===== config.mk =====
export PLATFORM = sky130hd
export DESIGN_NAME = ex_stage_flat
export DESIGN_NICKNAME = d
export VERILOG_FILES = /design/src/rtl/ex_stage_if.sv /design/src/rtl/ex_stage.sv /design/src/flat_wrapper.sv
export SDC_FILE = /design/constraint.sdc
export NUM_CORES = 1
export LEC_CHECK = 0
export ABC_CLOCK_PERIOD_IN_PS = 10700
export CORE_MARGIN = 3
export CORE_UTILIZATION = 55
export DETAILED_ROUTE_END_ITERATION = 12
export PLACE_DENSITY_LB_ADDON = 0.25
export SLEW_MARGIN = 20
export SYNTH_ARGS = -nofsm -noshare
export SYNTH_HDL_FRONTEND = slang
export SYNTH_SLANG_ARGS = --single-unit
export TNS_END_PERCENT = 10

===== constraint.sdc =====
create_clock -name vclk -period 10.7
set_input_delay 3.21 -clock vclk [all_inputs]
set_output_delay 3.21 -clock vclk [all_outputs]
set_load 0.02 [all_outputs]

===== src/rtl/ex_stage_if.sv =====
// ex_stage_if: operand bus from the ID/EX register and result bus towards EX/MEM, PC/IF and the controller.
interface ex_stage_if;
  logic [31:0] pc_i;
  logic [31:0] reg1_i;
  logic [31:0] reg2_i;
  logic [31:0] imm_i;
  logic [7:0]  aluop_i;
  logic [2:0]  alusel_i;
  logic [4:0]  wd_i;
  logic        wreg_i;
  logic [5:0]  stall;

  logic [4:0]  wd_o;
  logic        wreg_o;
  logic [31:0] wdata_o;
  logic [7:0]  aluop_o;
  logic [31:0] mem_addr_o;
  logic [31:0] reg2_o;
  logic        branch_flag_o;
  logic [31:0] branch_target_o;
  logic        exflush_o;
  logic        stallreq_o;

  modport master (
    output pc_i, reg1_i, reg2_i, imm_i, aluop_i, alusel_i, wd_i, wreg_i, stall,
    input  wd_o, wreg_o, wdata_o, aluop_o, mem_addr_o, reg2_o,
           branch_flag_o, branch_target_o, exflush_o, stallreq_o
  );

  modport slave (
    input  pc_i, reg1_i, reg2_i, imm_i, aluop_i, alusel_i, wd_i, wreg_i, stall,
    output wd_o, wreg_o, wdata_o, aluop_o, mem_addr_o, reg2_o,
           branch_flag_o, branch_target_o, exflush_o, stallreq_o
  );
endinterface


===== src/rtl/ex_stage.sv =====
// ex_stage: combinational ALU, branch resolution and load/store address generation.
// `define MULDIV_EN adds an iterative multiply/divide unit that stalls the pipeline for 33 cycles per M op.
`ifndef EX_STAGE_DEFINES
`define EX_STAGE_DEFINES
`define Stop          1'b1
`define NoStop        1'b0
`define Inst_NOP      8'h00
`define EXE_ADD_OP    8'h01
`define EXE_SUB_OP    8'h02
`define EXE_SLL_OP    8'h03
`define EXE_SLT_OP    8'h04
`define EXE_SLTU_OP   8'h05
`define EXE_XOR_OP    8'h06
`define EXE_SRL_OP    8'h07
`define EXE_SRA_OP    8'h08
`define EXE_OR_OP     8'h09
`define EXE_AND_OP    8'h0A
`define EXE_LUI_OP    8'h0B
`define EXE_AUIPC_OP  8'h0C
`define EXE_JAL_OP    8'h10
`define EXE_JALR_OP   8'h11
`define EXE_BEQ_OP    8'h12
`define EXE_BNE_OP    8'h13
`define EXE_BLT_OP    8'h14
`define EXE_BGE_OP    8'h15
`define EXE_BLTU_OP   8'h16
`define EXE_BGEU_OP   8'h17
`define EXE_LB_OP     8'h20
`define EXE_LH_OP     8'h21
`define EXE_LW_OP     8'h22
`define EXE_LBU_OP    8'h23
`define EXE_LHU_OP    8'h24
`define EXE_SB_OP     8'h28
`define EXE_SH_OP     8'h29
`define EXE_SW_OP     8'h2A
`define EXE_RES_NOP       3'd0
`define EXE_RES_LOGIC     3'd1
`define EXE_RES_SHIFT     3'd2
`define EXE_RES_ARITH     3'd3
`define EXE_RES_JUMP      3'd4
`define EXE_RES_BRANCH    3'd5
`define EXE_RES_LOADSTORE 3'd6
`define EXE_RES_MUL       3'd7
`endif

module ex_stage (
  input  logic      clk,
  input  logic      rst,
  ex_stage_if.slave bus
);

  logic [31:0] a, b, pc, imm, a_imm, pc_imm, pc_4;
  logic [7:0]  op;
  logic        is_mop, is_jump, is_mem, br_take, br;
  logic [31:0] logic_res, shift_res, arith_res, sc_res, target, wdata;
  logic        wreg;
  logic        md_stall, md_done;
  logic [31:0] md_res;
  logic        unused_stall;

  assign a      = bus.reg1_i;
  assign b      = bus.reg2_i;
  assign pc     = bus.pc_i;
  assign imm    = bus.imm_i;
  assign op     = bus.aluop_i;
  assign a_imm  = a + imm;
  assign pc_imm = pc + imm;
  assign pc_4   = pc + 32'd4;
  // M-extension opcodes occupy 0x30..0x37
  assign is_mop = (op[7:3] == 5'b00110);
  assign unused_stall = ^bus.stall;

  always_comb begin
    logic_res = '0;
    shift_res = '0;
    arith_res = '0;
    br_take   = 1'b0;
    is_jump   = 1'b0;
    is_mem    = 1'b0;
    target    = pc_imm;
    case (op)
      `EXE_AND_OP:   logic_res = a & b;
      `EXE_OR_OP:    logic_res = a | b;
      `EXE_XOR_OP:   logic_res = a ^ b;
      `EXE_SLL_OP:   shift_res = a << b[4:0];
      `EXE_SRL_OP:   shift_res = a >> b[4:0];
      `EXE_SRA_OP:   shift_res = $signed(a) >>> b[4:0];
      `EXE_ADD_OP:   arith_res = a + b;
      `EXE_SUB_OP:   arith_res = a - b;
      `EXE_SLT_OP:   arith_res = {31'd0, $signed(a) < $signed(b)};
      `EXE_SLTU_OP:  arith_res = {31'd0, a < b};
      `EXE_LUI_OP:   arith_res = imm;
      `EXE_AUIPC_OP: arith_res = pc_imm;
      `EXE_JAL_OP:   is_jump = 1'b1;
      `EXE_JALR_OP: begin
        is_jump = 1'b1;
        target  = {a_imm[31:1], 1'b0};
      end
      `EXE_BEQ_OP:   br_take = (a == b);
      `EXE_BNE_OP:   br_take = (a != b);
      `EXE_BLT_OP:   br_take = ($signed(a) < $signed(b));
      `EXE_BGE_OP:   br_take = ($signed(a) >= $signed(b));
      `EXE_BLTU_OP:  br_take = (a < b);
      `EXE_BGEU_OP:  br_take = (a >= b);
      `EXE_LB_OP, `EXE_LH_OP, `EXE_LW_OP, `EXE_LBU_OP, `EXE_LHU_OP,
      `EXE_SB_OP, `EXE_SH_OP, `EXE_SW_OP: is_mem = 1'b1;
      default: ;
    endcase
  end

  always_comb begin
    case (bus.alusel_i)
      `EXE_RES_LOGIC: sc_res = logic_res;
      `EXE_RES_SHIFT: sc_res = shift_res;
      `EXE_RES_ARITH: sc_res = arith_res;
      `EXE_RES_JUMP:  sc_res = pc_4;
      default:        sc_res = '0;
    endcase
  end

`ifdef MULDIV_EN
  typedef enum logic [1:0] {IDLE, BUSY, DONE} md_state_t;
  md_state_t   state;
  logic [4:0]  cnt;
  logic [2:0]  md_op;
  logic        neg_a, neg_b, sgn_a, sgn_b, sa, sb;
  logic [31:0] hi, lo, opnd, res, mag_a, mag_b;
  logic [31:0] step_hi, step_lo, diff, fin;
  logic [32:0] acc, rem_sh;
  logic [63:0] prod;

  assign sgn_a = (op[2:0] inside {3'd1, 3'd2, 3'd4, 3'd6});
  assign sgn_b = (op[2:0] inside {3'd1, 3'd4, 3'd6});
  assign sa    = sgn_a & a[31];
  assign sb    = sgn_b & b[31];
  assign mag_a = sa ? -a : a;
  assign mag_b = sb ? -b : b;

  // hi:lo is the product for multiplies, remainder:quotient for divides, both on magnitudes
  always_comb begin
    acc    = {1'b0, hi} + (lo[0] ? {1'b0, opnd} : 33'd0);
    rem_sh = {hi, lo[31]};
    diff   = rem_sh[31:0] - opnd;
    if (md_op[2]) begin
      if (rem_sh >= {1'b0, opnd}) begin
        step_hi = diff;
        step_lo = {lo[30:0], 1'b1};
      end else begin
        step_hi = rem_sh[31:0];
        step_lo = {lo[30:0], 1'b0};
      end
    end else begin
      step_hi = acc[32:1];
      step_lo = {acc[0], lo[31:1]};
    end
  end

  // A zero divisor leaves quotient all-ones and remainder = dividend, so the quotient is never negated then
  always_comb begin
    prod = {step_hi, step_lo};
    if (neg_a ^ neg_b) prod = -prod;
    case (md_op)
      3'd0:             fin = prod[31:0];
      3'd1, 3'd2, 3'd3: fin = prod[63:32];
      3'd4, 3'd5:       fin = ((neg_a ^ neg_b) && (opnd != 32'd0)) ? -step_lo : step_lo;
      default:          fin = neg_a ? -step_hi : step_hi;
    endcase
  end

  always_ff @(posedge clk or negedge rst) begin
    if (!rst) begin
      state <= IDLE;
      cnt   <= '0;
      md_op <= '0;
      neg_a <= 1'b0;
      neg_b <= 1'b0;
      hi    <= '0;
      lo    <= '0;
      opnd  <= '0;
      res   <= '0;
    end else begin
      case (state)
        IDLE: if (is_mop) begin
          state <= BUSY;
          cnt   <= '0;
          md_op <= op[2:0];
          neg_a <= sa;
          neg_b <= sb;
          hi    <= '0;
          lo    <= op[2] ? mag_a : mag_b;
          opnd  <= op[2] ? mag_b : mag_a;
        end
        BUSY: begin
          hi  <= step_hi;
          lo  <= step_lo;
          cnt <= cnt + 5'd1;
          if (cnt == 5'd31) begin
            state <= DONE;
            res   <= fin;
          end
        end
        DONE: if (bus.stall[3] == `NoStop) state <= IDLE;
        default: state <= IDLE;
      endcase
    end
  end

  assign md_stall = ((state == IDLE) && is_mop) || (state == BUSY);
  assign md_done  = (state == DONE);
  assign md_res   = res;
`else
  logic unused_clk;
  assign unused_clk = clk;
  assign md_stall   = 1'b0;
  assign md_done    = 1'b0;
  assign md_res     = '0;
`endif

  always_comb begin
    wdata = sc_res;
    wreg  = bus.wreg_i && (bus.alusel_i != `EXE_RES_BRANCH);
    if (md_done) begin
      wdata = md_res;
      wreg  = bus.wreg_i;
    end else if (is_mop) begin
      wdata = '0;
      wreg  = 1'b0;
    end
  end

  assign br = !is_mop && !md_stall && !md_done && (br_take || is_jump);

  assign bus.wd_o            = rst ? bus.wd_i : 5'd0;
  assign bus.wreg_o          = rst & wreg;
  assign bus.wdata_o         = rst ? wdata : 32'd0;
  assign bus.aluop_o         = rst ? op : `Inst_NOP;
  assign bus.mem_addr_o      = (rst && is_mem) ? a_imm : 32'd0;
  assign bus.reg2_o          = rst ? b : 32'd0;
  assign bus.branch_flag_o   = rst & br;
  assign bus.branch_target_o = (rst && br) ? target : 32'd0;
  assign bus.exflush_o       = rst & br;
  assign bus.stallreq_o      = rst & md_stall;

endmodule


===== src/flat_wrapper.sv =====
// flat-port wrapper written by rule: the top's interface ports become plain ports
module ex_stage_flat 
  (clk, rst, bus_pc_i, bus_reg1_i, bus_reg2_i, bus_imm_i, bus_aluop_i, bus_alusel_i, bus_wd_i, bus_wreg_i, bus_stall, bus_wd_o, bus_wreg_o, bus_wdata_o, bus_aluop_o, bus_mem_addr_o, bus_reg2_o, bus_branch_flag_o, bus_branch_target_o, bus_exflush_o, bus_stallreq_o);
  ex_stage_if bus_i ();
  input  logic clk;
  input  logic rst;
  input wire logic [$bits(bus_i.pc_i)-1:0] bus_pc_i;
  input wire logic [$bits(bus_i.reg1_i)-1:0] bus_reg1_i;
  input wire logic [$bits(bus_i.reg2_i)-1:0] bus_reg2_i;
  input wire logic [$bits(bus_i.imm_i)-1:0] bus_imm_i;
  input wire logic [$bits(bus_i.aluop_i)-1:0] bus_aluop_i;
  input wire logic [$bits(bus_i.alusel_i)-1:0] bus_alusel_i;
  input wire logic [$bits(bus_i.wd_i)-1:0] bus_wd_i;
  input wire logic [$bits(bus_i.wreg_i)-1:0] bus_wreg_i;
  input wire logic [$bits(bus_i.stall)-1:0] bus_stall;
  output wire logic [$bits(bus_i.wd_o)-1:0] bus_wd_o;
  output wire logic [$bits(bus_i.wreg_o)-1:0] bus_wreg_o;
  output wire logic [$bits(bus_i.wdata_o)-1:0] bus_wdata_o;
  output wire logic [$bits(bus_i.aluop_o)-1:0] bus_aluop_o;
  output wire logic [$bits(bus_i.mem_addr_o)-1:0] bus_mem_addr_o;
  output wire logic [$bits(bus_i.reg2_o)-1:0] bus_reg2_o;
  output wire logic [$bits(bus_i.branch_flag_o)-1:0] bus_branch_flag_o;
  output wire logic [$bits(bus_i.branch_target_o)-1:0] bus_branch_target_o;
  output wire logic [$bits(bus_i.exflush_o)-1:0] bus_exflush_o;
  output wire logic [$bits(bus_i.stallreq_o)-1:0] bus_stallreq_o;
  assign bus_i.pc_i = bus_pc_i;
  assign bus_i.reg1_i = bus_reg1_i;
  assign bus_i.reg2_i = bus_reg2_i;
  assign bus_i.imm_i = bus_imm_i;
  assign bus_i.aluop_i = bus_aluop_i;
  assign bus_i.alusel_i = bus_alusel_i;
  assign bus_i.wd_i = bus_wd_i;
  assign bus_i.wreg_i = bus_wreg_i;
  assign bus_i.stall = bus_stall;
  assign bus_wd_o = bus_i.wd_o;
  assign bus_wreg_o = bus_i.wreg_o;
  assign bus_wdata_o = bus_i.wdata_o;
  assign bus_aluop_o = bus_i.aluop_o;
  assign bus_mem_addr_o = bus_i.mem_addr_o;
  assign bus_reg2_o = bus_i.reg2_o;
  assign bus_branch_flag_o = bus_i.branch_flag_o;
  assign bus_branch_target_o = bus_i.branch_target_o;
  assign bus_exflush_o = bus_i.exflush_o;
  assign bus_stallreq_o = bus_i.stallreq_o;
  ex_stage u_core (.clk(clk), .rst(rst), .bus(bus_i));
endmodule

==> results.toml <==
[placement]
dpl.hpwl_mm = 57.3
gp_congestion = 1.16
numPortBuffers = 290
placed_cell_area_um2 = 18500

[finish]
n_clock_buffer = 0
area_delta_synth_final_pct = 27.4
drive_above_1_share_pct = 11.3
seq_cell_count = 0
fin_area_um2 = 18500
layout.nets = 2747
seq_area_um2 = 0

[detailed_routing]
routed_wl_mm = 71.9
wl_met3_mm = 9.98
post_drt_wl_per_cell_um = 26.1
highest_layer = "met4"
dr.pass1.iters = 7
drt_first_iter_violations = 3316
drt-vias-per-instance = 7.21
met2WireLength_mm = 29.5
drt.antenna.violating_nets = 0
vias = 19900
drc = 0
wl_met1_mm = 25.8

[worst_setup_path]
path_max_fanout = 5
cpPeakStageDelay_ns = 0.65
arrival_ns = 7.54
worstSetupStartpointType = "input pin"
worst-path-buf-inv = 4
crit_type = "input pin to output pin"
slowest_stage = "clkdlybuf4s50_1"
path_cells = "clkdlybuf4s50_1 > inv_1 > ha_1 > inv_1 > fa_1 > nand2b_4 > a21oi_4 > a22oi_2 > o31ai_4 > a211oi_2 > o41a_1 > o31a_1 > o221ai_1 > a211oi_1 > o221a_1 > clkdlybuf4s50_1"
required_ns = 7.49
crit_family = "compound AO/OA/AOI/OAI gates"
endpoint_kind = "output pin"

[yosys]
postSynthCellCount = 2135
synth.distinct_cells = 97
synth_most_common_cell = "nor2_1"
yosys_warnings = 0
ys_top_cells_by_count = "258 x nor2_1, 216 x a21oi_1, 163 x ha_1, 135 x nand2_1, 120 x clkbuf_1"
seq_area_frac_synth_pct = 0
syn-mean-instance-area_um2 = 6.81
yosys.area.top_type = "ha_1"
synth_nets = 2455
synthTopCellsByArea = "ha_1 14%, mux4_2 8.2%, a21oi_1 7.4%"
syn-cell-area_um2 = 14500
synthDominantCellAreaShare_pct = 14.0

[sta]
timing.final.crit_share_pct = 100
slew_headroom_pct = 41.6
timing.fmax_mhz = 93.0
fin_hold_ws_ns = 7.41
worst_slack_ns = -0.0505
min_period_ns = 10.75
rsz0062_at_grt = "yes"
slew_violations = 0
worst_pin_slew_ns = 0.868
setup_viol = 3
timing_hold_violations_final = 0

[power]
p_total_uw = 910
leakage_uw = 0.00769
power_density_nw_per_um2 = 49.2
peakVddDrop_mv = 0.0426

[global_route]
grt-ovfl-total = 0
grt_antenna_before_repair = 2
grt_max_degree = 72
grt_pass1_vias = 18300
grt_pass1_wl_mm = 108
grt_util_all_layers_pct = 47.5

[worst_hold_path]
whs_path_depth = 5
hold_path_class = "input pin to output pin"
whs_endpoint = "bus_wdata_o[30]"
hp-start = "rst"

[floorplanning]
die_y_um = 169
ios = 298
initial_core_util_pct = 56.9
die_w_um = 169
rows = 58
core_um2 = 25500
die-area_um2 = 28400

[status]
outcome = "finished, violations left"
failed_checks = "negative setup slack"

[job]
cap_violations = 0
cells in the final DEF (no fill, tap or decap), types with 53 or more instances in the layout:
cell	n
mux2i_1	57
nand2_1	135
buf_4	154
inv_1	110
and2_1	53
mux4_2	53
nor3_1	58
a221oi_1	55
ha_1	163
a21oi_1	216
clkdlybuf4s50_1	270
o21ai_0	100
nor2_1	252
xnor2_1	60
cells by family (layout without fill, tap and decap cells):
group / after synthesis / count (layout) / synth area share [%]
adders and majority gates: 167 / 167 / 14.6
AOI/OAI and AO/OA: 747 / 747 / 34.7
and+or+nand+nor: 729 / 729 / 24.4
xor gates and xnor gates: 98 / 98 / 5.91
muxes: 120 / 120 / 12.9
buffers and inverters: 273 / 563 / 7.46
other: 1 / 2 / 0.0258
area by class of cell:
type / instances / area, um2
well taps: 330 / 413
inverters: 115 / 432
fillers: 2145 / 7020
diodes: 1 / 2.50
repair buffers: 448 / 4160
multi-input cells: 1862 / 13500
layer usage:
metal,GRT usage (%),up-vias
li1,-,8619
met1,60.7,9056
met2,71.5,1824
met3,10.4,381
met4,32.3,0
met5,0,-
how the worst max path moves through the flow:
stage / startpoint / to / slack [ns] / cells past startpoint
after floorplan: bus_reg2_i[3] / bus_branch_target_o[30] / 0.04 / 18
after global placement: bus_reg1_i[0] / bus_wdata_o[28] / -0.08 / 16
after detailed placement: bus_reg1_i[0] / bus_wdata_o[0] / -0.05 / 16
after CTS: bus_reg1_i[0] / bus_branch_target_o[2] / -0.004 / 17
after global routing: bus_reg1_i[0] / bus_wdata_o[0] / -0.16 / 16
final: bus_reg1_i[0] / bus_wdata_o[0] / -0.05 / 16
through the flow:
stage | worst slack [ns] | cells | util [%] | TNS [ns]
finish | -0.0505 | 2756 | 72.5 | -0.0864
global route | -0.158 | 2755 | 72.5 | -3.22
floorplan | 0.0364 | 2135 | - | 0
CTS | -0.00369 | 2755 | 72.3 | -0.00369
global placement | -0.0773 | 2755 | 72.2 | -0.0773
detailed placement | -0.0531 | 2755 | 72.2 | -0.120
timing repair:
item | in CTS | in global routing
resized for setup | 4 | 19
setup buffers | 0 | 0
setup endpoints to repair | 7 | 45
hold buffers | 0 | 0
pin swaps | 0 | 0
where the power goes:
part             total, uW    leakage, uW  internal [uW]  switching (uW)
logic                  910        0.00769            368             543
registers                0              0              0               0
clock network  0.000000646  0.00000000329    0.000000643               0
tightest hold or removal path: stages:
cell	delay, ns
buf_2	0.11
a21boi_0	0.24
o21ai_1	0.28
nor3_1	0.13
dlymetal6s2s_1	0.22
No activity file was read; power rests on OpenSTA's default activity.
